### src/rtl/rv32i_regfile_port_arbiter.sv
// Single-port integer register file arbiter: decode reads vs. writeback writes, x0 served locally.
// Optional RF_WB_BYPASS_EN: same-address read/write in one sample cycle forwards write data to decode.
module rv32i_regfile_port_arbiter #(
  parameter int WORD_SIZE       = 32,
  parameter int RF_READ_LATENCY = 1,
  parameter int MAX_WB_STREAK   = 4
) (
  input  logic                 i_clk,
  input  logic                 i_rst_n,
  input  logic                 i_dec_read_en,
  input  logic [4:0]           i_dec_read_addr,
  output logic                 o_dec_read_valid,
  output logic [WORD_SIZE-1:0] o_dec_read_data,
  input  logic                 i_wb_write_en,
  input  logic [4:0]           i_wb_write_addr,
  input  logic [WORD_SIZE-1:0] i_wb_write_data,
  output logic                 o_wb_write_ack,
  output logic                 o_rf_en,
  output logic                 o_rf_we,
  output logic [4:0]           o_rf_addr,
  output logic [WORD_SIZE-1:0] o_rf_wdata,
  input  logic [WORD_SIZE-1:0] i_rf_rdata
);

  localparam logic [2:0] LAT_INIT   = 3'(RF_READ_LATENCY);
  localparam logic [3:0] STREAK_MAX = 4'(MAX_WB_STREAK);

  typedef enum logic [1:0] {ArbIdle, ArbReadWait, ArbReadDone} arb_state_t;

  arb_state_t           state_q, state_d;
  logic [3:0]           streak_q, streak_d;
  logic [2:0]           lat_q, lat_d;
  logic                 rd_valid_q, rd_valid_d;
  logic [WORD_SIZE-1:0] rd_data_q, rd_data_d;
  logic                 wr_ack_q, wr_ack_d;
  logic                 rf_en_q, rf_en_d;
  logic                 rf_we_q, rf_we_d;
  logic [4:0]           rf_addr_q, rf_addr_d;
  logic [WORD_SIZE-1:0] rf_wdata_q, rf_wdata_d;

  logic can_sample;
  logic force_read;
  logic bypass_hit;
  logic grant_wr;
  logic grant_rd;

  // A request still held during its own response cycle must not be granted twice.
  assign can_sample = (state_q == ArbIdle) && !rd_valid_q && !wr_ack_q;
  assign force_read = i_dec_read_en && (streak_q == STREAK_MAX);

`ifdef RF_WB_BYPASS_EN
  assign bypass_hit = i_dec_read_en && i_wb_write_en &&
                      (i_dec_read_addr == i_wb_write_addr) && (i_wb_write_addr != 5'd0);
`else
  assign bypass_hit = 1'b0;
`endif

  assign grant_wr = can_sample && i_wb_write_en && (!force_read || bypass_hit);
  assign grant_rd = can_sample && i_dec_read_en && (!grant_wr || bypass_hit);

  always_ff @(posedge i_clk) begin
    if (!i_rst_n) begin
      state_q    <= ArbIdle;
      streak_q   <= '0;
      lat_q      <= '0;
      rd_valid_q <= 1'b0;
      rd_data_q  <= '0;
      wr_ack_q   <= 1'b0;
      rf_en_q    <= 1'b0;
      rf_we_q    <= 1'b0;
      rf_addr_q  <= '0;
      rf_wdata_q <= '0;
    end else begin
      state_q    <= state_d;
      streak_q   <= streak_d;
      lat_q      <= lat_d;
      rd_valid_q <= rd_valid_d;
      rd_data_q  <= rd_data_d;
      wr_ack_q   <= wr_ack_d;
      rf_en_q    <= rf_en_d;
      rf_we_q    <= rf_we_d;
      rf_addr_q  <= rf_addr_d;
      rf_wdata_q <= rf_wdata_d;
    end
  end

  always_comb begin
    state_d    = state_q;
    streak_d   = streak_q;
    lat_d      = lat_q;
    rd_valid_d = 1'b0;
    rd_data_d  = rd_data_q;
    wr_ack_d   = 1'b0;
    rf_en_d    = 1'b0;
    rf_we_d    = 1'b0;
    rf_addr_d  = rf_addr_q;
    rf_wdata_d = rf_wdata_q;

    case (state_q)
      ArbIdle: begin
        if (grant_wr) begin
          wr_ack_d = 1'b1;
          if (i_wb_write_addr != 5'd0) begin
            rf_en_d    = 1'b1;
            rf_we_d    = 1'b1;
            rf_addr_d  = i_wb_write_addr;
            rf_wdata_d = i_wb_write_data;
          end
          if (i_dec_read_en) streak_d = streak_q + 4'd1;
        end
        if (grant_rd) begin
          streak_d = '0;
          if (bypass_hit) begin
            rd_valid_d = 1'b1;
            rd_data_d  = i_wb_write_data;
          end else if (i_dec_read_addr == 5'd0) begin
            rd_valid_d = 1'b1;
            rd_data_d  = '0;
          end else begin
            rf_en_d   = 1'b1;
            rf_we_d   = 1'b0;
            rf_addr_d = i_dec_read_addr;
            lat_d     = LAT_INIT;
            state_d   = ArbReadWait;
          end
        end
      end
      ArbReadWait: begin
        if (lat_q == 3'd0) begin
          rd_data_d  = i_rf_rdata;
          rd_valid_d = 1'b1;
          state_d    = ArbReadDone;
        end else begin
          lat_d = lat_q - 3'd1;
        end
      end
      ArbReadDone: state_d = ArbIdle;
      default:     state_d = ArbIdle;
    endcase

    if (!i_dec_read_en) streak_d = '0;
  end

  assign o_dec_read_valid = rd_valid_q;
  assign o_dec_read_data  = rd_data_q;
  assign o_wb_write_ack   = wr_ack_q;
  assign o_rf_en          = rf_en_q;
  assign o_rf_we          = rf_we_q;
  assign o_rf_addr        = rf_addr_q;
  assign o_rf_wdata       = rf_wdata_q;

endmodule

### config.mk
export PLATFORM = sky130hd
export DESIGN_NAME = rv32i_regfile_port_arbiter
export DESIGN_NICKNAME = d
export VERILOG_FILES = /design/src/rtl/rv32i_regfile_port_arbiter.sv
export SDC_FILE = /design/constraint.sdc
export NUM_CORES = 1
export LEC_CHECK = 0
export CAP_MARGIN = 20
export CELL_PAD_IN_SITES_DETAIL_PLACEMENT = 0
export CELL_PAD_IN_SITES_GLOBAL_PLACEMENT = 2
export CORE_UTILIZATION = 24
export CTS_BUF_LIST = sky130_fd_sc_hd__clkbuf_8
export DETAILED_ROUTE_END_ITERATION = 8
export PLACE_DENSITY_LB_ADDON = 0.1
export SLEW_MARGIN = 10
export SYNTH_ARGS = -nofsm -noshare
export SYNTH_HDL_FRONTEND = slang
export SYNTH_SLANG_ARGS = --single-unit
### constraint.sdc
create_clock -name i_clk -period 3 [get_ports i_clk]
set_clock_uncertainty 0.2 [all_clocks]
set_input_delay 0.75 -clock i_clk [delete_from_list [all_inputs] [get_ports i_clk]]
set_output_delay 0.75 -clock i_clk [all_outputs]
set_load 0.01 [all_outputs]
==> impl_metrics.csv, run 1 <==
group,metric,value,unit
outcome,status,"finished, final reports clean",
critical_path,end_kind,"flop",
synthesis,synth_seq_cells,82,
drt,totalWireLength,10.87,mm
clock_tree,cts_buffers,9,
pwr,combinationalPowerShare,19.0,%
timing,hold_violations,0,
min_path,hold_path.class,"reg -> reg",
timing,period_needed,2.555,ns
synthesis,synth_edf_count,0,
pwr,p_clk_share,37.0,%
drt,dr_total_vias,3233,
floorplan,fp.dieH,119.5,um
timing,slew_headroom,72.91,%
clock_tree,h-tree-depth,3,
drt,drt_iter0_drc,156,
clock_tree,cts.repair.resized,0,
synthesis,synth_warnings,0,
critical_path,cp-start-kind,"input pin",
drt,wire_per_inst,15.98,um
global_route,gr-usage-all-layers,15.68,%
global_route,grt_pass1_wl,17.37,mm
floorplan,pin_count,151,
synthesis,postSynthCellCount,350,
timing,slew_viol_final,0,
pwr,p_sw,718.8,uW
floorplan,fp.coreArea,0.01335,sq mm
floorplan,die-area,0.01427,sq mm
floorplan,rows,42,
synthesis,ys_async_sr_fraction,0,%
synthesis,syn_area,0.003311,sq mm
synthesis,synth_fp_nets,432,
timing,setup_viol,0,
critical_path,arrival,2.65,ns
clock_tree,clock-root-buffer,"clkbuf_8",
place,finalWeightedCongestion,0.7881,
critical_path,crit_type,"in -> reg",
drt,first_pass_iters,6,
floorplan,initial_core_util,24.80,%
critical_path,path_max_fanout,5,
timing,fin_hold_ws,0.2769,ns
global_route,gr-total-overflow,0,
floorplan,die_w,119.5,um
synthesis,synth_ff_type,"dfxtp_1",
finish,n_antenna_cell,0,
synthesis,seq_area_frac_synth,49.58,%
timing,finalSetupTns,0,ns
clock_tree,cts_hold_buffers,0,
drt,viasPerCell,4.754,
pwr,power_density,512.8,mW/mm^2
timing,fin_crit_sh,85.16,%
job,cap_violations,0,
clock_tree,post_cts_buffers,0,
clock_tree,clock_latency,0.36,ns
global_route,grt_pass1_vias,3296,
timing,worst_slew_pin_slew,0.4064,ns
pwr,pwr-share-seq,44.0,%
clock_tree,clk_pin_slew,0.09,ns
synthesis,yosysUniqueCellTypes,43,
timing,fmax,0.3914,GHz
pwr,peakVddDrop,0.2481,mV
drt,ant_nets,0,
finish,drive_gt1_share,8.730,%
synthesis,syn_avg_cell_area,9.459,sq um
pwr,p_int,2005,uW
global_route,antenna_found_initial,0,
critical_path,critPathRequiredTime,3.10,ns
place,portBuffers,150,
clock_tree,clock_sinks,82,
finish,synthToLayoutAreaGrowth,60.43,%
finish,nNetsFinal,581,
place,hpwl,7.443,mm
pwr,swShare,26.39,%
finish,fin_util,39.79,%
global_route,grt_start_max_net_pins,36,
finish,multi_input_area,0.001485,sq mm
clock_tree,clk_path_buf_depth,2,
timing,grt_setup_unrepaired,"no",
finish,nFillCells,1347,
pwr,cellLeakagePower,0.001913,uW
drt,drc,0,
finish,regArea,0.001642,sq mm
clock_tree,tritoncts,"done",
## sequential cells by signal, indices dropped and copies added, names as in the netlist
name	cells
lat_q	3
o_dec_read_data	32
o_dec_read_valid	1
o_rf_addr	5
o_rf_en	1
o_rf_wdata	32
o_rf_we	1
o_wb_write_ack	1
state_q	2
streak_q	4
## routing by layer
metal | up-vias | routed length, um | track usage [%]
met5 | - | 0 | 0
met4 | 0 | 142 | 5.156
met3 | 10 | 907 | 6.226
met2 | 105 | 5241 | 26.34
met1 | 1515 | 4575 | 18.03
li1 | 1603 | - | -
## area by class of cell
cell class	instances	share of cell area [%]
multi-input cells	230	27.96
well taps	176	4.146
inverters	8	0.5654
clock buffers	9	2.332
flip-flops and latches	82	30.91
repair buffers	168	31.76
clock inverters	7	2.332
## critical path, stage by stage
cell and delay (ns):
clkdlybuf4s50_1 0.43, or4_1 0.56, or2_2 0.33, a211oi_2 0.41, o2bb2ai_1 0.17
## logic make-up after synthesis
logic type	count (synthesis)	synth area share [%]
AND/OR/NAND/NOR	82	13.87
adder cells (fa/ha/maj)	4	1.512
AO/OA/AOI/OAI	143	29.06
multiplexers	1	0.3401
buffers and inverters	38	5.631
flip-flops	82	49.58
## cell usage after synthesis, types with 4 or more instances
cell | number | share of area (%)
a21oi_1 | 39 | 5.9
a22o_1 | 33 | 8.7
a22oi_1 | 6 | 1.4
a31oi_1 | 5 | 0.94
buf_2 | 4 | 0.60
buf_6 | 5 | 1.7
clkbuf_1 | 19 | 2.2
dfxtp_1 | 82 | 50
ha_1 | 4 | 1.5
inv_1 | 7 | 0.79
nand2_1 | 9 | 1.0
nand3_1 | 39 | 5.9
nand4_1 | 5 | 0.94
nor2_1 | 10 | 1.1
o21ai_0 | 40 | 6.0
o2bb2ai_1 | 5 | 1.3
o41a_1 | 5 | 1.7
## layout by cell type, fill, tap and decap left out, types with 2 or more instances in the layout
cell / count
o41a_1: 5
dfxtp_1: 82
a211oi_1: 2
or2_2: 2
nand3_1: 39
inv_1: 7
buf_12: 4
nor2_1: 9
clkdlybuf4s50_1: 150
buf_4: 14
bufinv_16: 3
a22oi_1: 6
and3_1: 3
a21oi_1: 39
nor3_1: 2
inv_6: 2
o2bb2ai_1: 5
a31oi_1: 5
o21a_1: 2
clkbuf_8: 9
nand2_1: 9
o31ai_1: 2
ha_1: 4
o21ai_0: 40
nand4_1: 5
a22o_1: 33
## path summary, 6_finish.rpt
kind | from | endpoint | slack (ns) | depth (start not counted)
setup / recovery | i_dec_read_addr[2] | o_rf_addr[3]$_SDFFE_PN0N_ | 0.45 | 5
hold / removal | o_rf_wdata[23]$_SDFFE_PN0P_ | o_rf_wdata[23]$_SDFFE_PN0P_ | 0.28 | 2
setup reg to reg | o_dec_read_valid$_SDFF_PN0_ | o_dec_read_data[25]$_SDFFE_PN0P_ | 0.87 | 6
hold reg to reg | o_rf_wdata[23]$_SDFFE_PN0P_ | o_rf_wdata[23]$_SDFFE_PN0P_ | 0.28 | 2
## per-stage QoR
step	total power (uW)	setup slack (ns)	instance area, sq um	cells
after floorplan	1443	0.6817	3311	350
after global placement	1744	0.1398	5064	664
after detailed placement	1748	0.06389	5064	664
after CTS	2780	0.4557	5311	680
after global routing	2866	0.3692	5311	680
final	2724	0.4452	5311	680
## power groups by stage
stage / combinational, uW / sequential, uW / clock, uW
3_3_place_gp: 522 / 1220 / 0
2_1_floorplan: 199 / 1240 / 0
6_report: 518 / 1200 / 1010
3_5_place_dp: 523 / 1220 / 0
4_1_cts: 526 / 1200 / 1050
5_1_grt: 568 / 1210 / 1090
Note: power is estimated with default switching activity, not from simulation.
==> inputs of run 2 (changes only) <==
- SLEW_MARGIN: 10 -> default
==> results of run 2 <==
Final layout, timing and power as in run 1 (identical DEF).
